## config.mk

```make
export PLATFORM = sky130hd
export DESIGN_NAME = rr_stream_mux
export DESIGN_NICKNAME = d
export VERILOG_FILES = /design/src/rtl/rr_stream_mux.sv
export SDC_FILE = /design/constraint.sdc
export NUM_CORES = 1
export LEC_CHECK = 0
export CELL_PAD_IN_SITES_DETAIL_PLACEMENT = 1
export CELL_PAD_IN_SITES_GLOBAL_PLACEMENT = 2
export CORE_MARGIN = 2
export CORE_UTILIZATION = 22
export DETAILED_ROUTE_END_ITERATION = 8
export GPL_TIMING_DRIVEN = 0
export PLACE_DENSITY = 0.95
export SLEW_MARGIN = 5
export SYNTH_ARGS = -nofsm -noshare
export SYNTH_HDL_FRONTEND = slang
export SYNTH_SLANG_ARGS = --single-unit
```

## constraint.sdc

```tcl
create_clock -name clk -period 4.5 [get_ports clk]
set_input_delay 0.9 -clock clk [delete_from_list [all_inputs] [get_ports clk]]
set_output_delay 0.9 -clock clk [all_outputs]
set_load 0.05 [all_outputs]
```

## src/rtl/rr_stream_mux.sv

```systemverilog
// N-channel valid/ready stream multiplexer with round-robin or fixed-priority arbitration,
// optional packet lock across multi-beat packets, and a single registered output stage.
module rr_stream_mux #(
  parameter int N       = 4,
  parameter int WIDTH   = 32,
  parameter int PKTLOCK = 1
) (
  input  logic                   clk,
  input  logic                   reset_n,
  input  logic                   fix_pri,
  input  logic [N*WIDTH-1:0]     in_data,
  input  logic [N-1:0]           in_valid,
  input  logic [N-1:0]           in_last,
  output logic [N-1:0]           in_ready,
  output logic [WIDTH-1:0]       out_data,
  output logic                   out_valid,
  output logic                   out_last,
  output logic [$clog2(N)-1:0]   out_sel,
  input  logic                   out_ready,
  output logic                   lock_active
);

  localparam int SW = $clog2(N);

  typedef enum logic {
    ARBITRATE = 1'b0,
    HOLD      = 1'b1
  } lock_state_e;

  lock_state_e      lock_state;
  logic [SW-1:0]    lock_ch;
  logic [SW-1:0]    ptr;
  logic [SW-1:0]    grant;
  logic [SW-1:0]    next_ptr;
  logic [SW:0]      scan;
  logic [WIDTH-1:0] sel_data;
  logic             sel_last;
  logic             found;
  logic             load;
  logic             xfer;

  assign load = ~out_valid | out_ready;

  // Candidate selection: the locked channel while a packet is open, otherwise the lowest valid
  // index (fixed priority) or the first valid index scanning upward from ptr with wrap-around.
  always_comb begin
    grant = '0;
    found = 1'b0;
    scan  = '0;
    if (lock_state == HOLD) begin
      grant = lock_ch;
      found = in_valid[lock_ch];
    end else if (fix_pri) begin
      for (int i = N - 1; i >= 0; i--) begin
        if (in_valid[i]) begin
          grant = SW'(i);
          found = 1'b1;
        end
      end
    end else begin
      for (int k = N - 1; k >= 0; k--) begin
        scan = {1'b0, ptr} + (SW + 1)'(k);
        if (scan >= (SW + 1)'(N)) begin
          scan = scan - (SW + 1)'(N);
        end
        if (in_valid[scan[SW-1:0]]) begin
          grant = scan[SW-1:0];
          found = 1'b1;
        end
      end
    end
  end

  assign xfer     = reset_n & load & found;
  assign sel_data = in_data[grant*WIDTH +: WIDTH];
  assign sel_last = in_last[grant];
  assign next_ptr = (grant == SW'(N - 1)) ? '0 : grant + 1'b1;

  always_comb begin
    in_ready = '0;
    if (xfer) begin
      in_ready[grant] = 1'b1;
    end
  end

  assign lock_active = (lock_state == HOLD);

  // A transfer always overwrites the output register, so a drain and fill in the same cycle
  // produces no bubble; without a transfer the register empties but keeps its data.
  always_ff @(posedge clk or negedge reset_n) begin
    if (!reset_n) begin
      out_valid  <= 1'b0;
      out_data   <= '0;
      out_last   <= 1'b0;
      out_sel    <= '0;
      ptr        <= '0;
      lock_state <= ARBITRATE;
      lock_ch    <= '0;
    end else if (load) begin
      if (xfer) begin
        out_valid <= 1'b1;
        out_data  <= sel_data;
        out_last  <= sel_last;
        out_sel   <= grant;
        if ((PKTLOCK != 0) && !sel_last) begin
          lock_state <= HOLD;
          lock_ch    <= grant;
        end else begin
          lock_state <= ARBITRATE;
        end
        if ((PKTLOCK == 0) || sel_last) begin
          ptr <= next_ptr;
        end
      end else begin
        out_valid <= 1'b0;
      end
    end
  end

endmodule

```

==> impl_results.md <==
- Status: finished, final reports clean
- Vias per cell: 4.71
- Seq/Total Area, Yosys: between 30% and 40%
- Crit path capture type: primary output
- Root Driver: clkbuf_16
- Final Routed Wirelength: between 10000 and 15000 um
- Total GRT Usage: approximately 17%
- Final setup vio count: 0
- Period utilization: 97.5%
- Filler instances: roughly 1600
- Critical path's slowest cell: clkdlybuf4s50_1
- Post-synth ARST share: 100%
- Post-synth EDFFs: 0
- Layout cells sized above 1: between 10 and 15%
- Relative slew slack: 54.1%
- Non-filler cells, final: 697
- Total chip power: 0.00380 W
- Post-route ant nets: 0
- Synth area leaders: dfrtp_1 (33%), mux2_4 (17%), nand2_1 (8.4%)
- Final-stage net count: around 660
- Min-Delay Path Class: reg2reg
- Starting Density: between 20% and 30%
- Worst slack at placement: -0.405 ns
- CTS sink cnt: 41
- Crit path cell chain: clkdlybuf4s50_1 > and3b_1 > a211oi_1 > o221ai_1 > a22oi_4 > buf_4 > inv_1 > ha_1 > and3_1 > clkdlybuf4s15_2
- Leak: between 2 and 2.5 nW
- Syn Std Cell Area: around 3100 sq um
- Post-Synthesis Cells: between 300 and 400
- Distinct cells, synth: 39
- Ys Warns: 0
- CTS max path bufs: 2
- RSZ-0062 raised after global routing: yes
- Worst path bufs/invs: 4
- Initial antenna violation count: 0
- DIE HEIGHT: 122 um
- WP data required: 3.60 ns
- Critical Path Source Type: input port
- Most used DFF post-synth: dfrtp_1
- CTS H-tree lvls: 2
- Fin. max-slew vios: 0
- Worst-path clk slew: 0.06 ns
- CTS Buf Count: 5
- Setup WS post-layout: 0.114 ns
- DP Wirelength: 10000 um
- GRT overflow: 0
- CTS tree: yes
- DP Cell Count: 688
- Top cell family by delay on the critical path: buffers and inverters
- Core ar.: 13800 sq um
- Remaining DRCs: 0
- FP Rows: 43
- Net Count, Synth: 471
- Area leader, netlist: dfrtp_1
- Worst Path Arrival: 3.49 ns
- CP peak stage delay: about 0.6 ns
- IO buf count: 180
- RePlAce Congestion: 0.746
- Worst VDD drop: 0.000257 V
- Utilization after layout: 38.6%
- Worst Path Class, Setup: in2out
- Latest clock arrival within the worst-skew pair: 0.28 ns
- Syn-to-layout area delta: 73.0%
- Slew @ Worst Pin: around 0.69 ns
- Via count: 3284
- Post-layout min period: 4.39 ns
- Global-route wire length before repair: 20000 um
- Hold-fix buffers, CTS: 0
- #FFs+latches synth: 41
- Number of global-route vias before repair: 3654
- Fmax achieved: 228 MHz
- Wire per inst: 18.6 um
- Setup Skew: 0.00649 ns
- Largest net degree at the start of global routing: 23
- Final hold vios: 0
- Max Cap Viol: 0
- Power density cells: ~720 nW/um^2
- IO Pins: 181
- Antenna Cells: 0
- Maximum fanout along the worst path: 11
- Die ar.: roughly 15000 sq um
- First-pass detailed-route iteration total: 4
- Initial DRC count: 86
- Syn_area_per_cell: approximately 9.4 sq um
- Share of the synthesized area in the top cell type: about a third
- Chip width: about 120 um
sequential cells by signal, summed over array words and instances (netlist names):
| signal | flops |
|---|---|
| out_data | 32 |
| lock_ch | 2 |
| out_sel | 2 |
| ptr | 2 |
| lock_active | 1 |
| out_last | 1 |
| out_valid | 1 |
final timing paths:
kind                             start            to  slack, ns  cells after the start
setup / recovery           in_valid[2]   in_ready[3]       0.11                     10
hold reg to reg              out_valid     out_valid       0.51                      2
setup reg to reg                ptr[1]  out_data[31]       1.95                      7
hold / removal               out_valid     out_valid       0.51                      2
min in group asynchronous      reset_n   out_data[6]       0.59                      1
max in group asynchronous      reset_n        ptr[0]       3.39                      2
metal layers:
metal  part of all wire (%)  track usage [%]  up-vias
met5                      0                0        -
met4                    2.0             5.03        0
met3                    5.5             2.81       18
met2                     50             30.5      114
met1                     42             21.7     1606
li1                       -                -     1546
cells by family (layout without fill, tap and decap cells):
group                      Yosys count  count (layout)  synth area share, %
buffers and inverters               33             223                 7.17
adders and majority gates            4               4                 1.63
and+or+nand+nor                    122             122                 19.2
muxes                               40              40                 19.1
AOI/OAI and AO/OA                   87              87                 19.5
DFF                                 41              41                 33.4
synthesized netlist by cell type, types with 3 or more instances:
cell / number
and2_1: 24
ha_1: 4
a211oi_1: 33
and2_0: 9
mux2i_1: 3
buf_6: 11
nand2b_1: 3
nor2_1: 5
buf_2: 7
a21oi_1: 9
inv_1: 4
nand2_1: 69
dfrtp_1: 41
o21ai_0: 7
clkbuf_1: 7
a31oi_1: 32
mux2_4: 34
and3_1: 4
layout make-up:
type | count | area (sq um) | area share (%)
flip-flops and latches | 41 | 1030 | 19.3
clock inverters | 2 | 35.0 | 0.660
repair buffers | 184 | 1850 | 34.9
clock buffers | 5 | 125 | 2.36
multi-input cells | 253 | 1830 | 34.4
plain buffers | 26 | 195 | 3.68
inverters | 6 | 22.5 | 0.424
well taps | 180 | 225 | 4.24
worst reg2reg max path, stage by stage, from the launching register on:
cell	delay (ns)
dfrtp_1	0.46
and3b_1	0.21
a211oi_1	0.23
o221ai_1	0.22
a22oi_4	0.26
clkbuf_1	0.57
a31oi_1	0.19
mux2_4	0.30
report_power, final:
| group | internal, W | switching (W) |
|---|---|---|
| clock | 0.000258 | 0.000152 |
| combinational | 0.00114 | 0.00157 |
| sequential | 0.000557 | 0.000127 |
| total | 0.00195 | 0.00185 |
cell usage in the layout (no fill, tap or decap), types with 3 or more instances in the layout:
cell type / netlist / final
a31oi_1: 32 / 32
nand2b_1: 3 / 3
mux2_4: 34 / 34
buf_6: 11 / 11
ha_1: 4 / 4
and2_1: 24 / 24
o21ai_0: 7 / 7
a21oi_1: 9 / 9
a211oi_1: 33 / 33
nand2_1: 69 / 69
mux2i_1: 3 / 3
nor2_1: 5 / 5
and2_0: 9 / 9
buf_4: 1 / 5
inv_1: 4 / 4
clkbuf_16: 0 / 5
and3_1: 4 / 4
clkbuf_1: 7 / 7
clkdlybuf4s50_1: 0 / 175
dfrtp_1: 41 / 41
buf_2: 7 / 6
clkdlybuf4s15_2: 0 / 4
stage by stage:
step / TNS, ns / cell area [sq um] / hold WS (ns)
after floorplan: 0 / 3070 / 0.551
after global placement: -2.78 / 5100 / 0.488
after detailed placement: -1.49 / 5120 / 0.496
after CTS: 0 / 5290 / 0.511
after global routing: -0.00552 / 5310 / 0.532
final: 0 / 5310 / 0.506
repair_timing:
| action | 4_1_cts | 5_1_grt |
|---|---|---|
| setup endpoints to repair | 4 | 4 |
| gates resized for setup | 13 | 1 |
| pin swaps | 0 | 1 |
| buffers inserted | 0 | 3 |
Power figures use the tool's default switching activity.
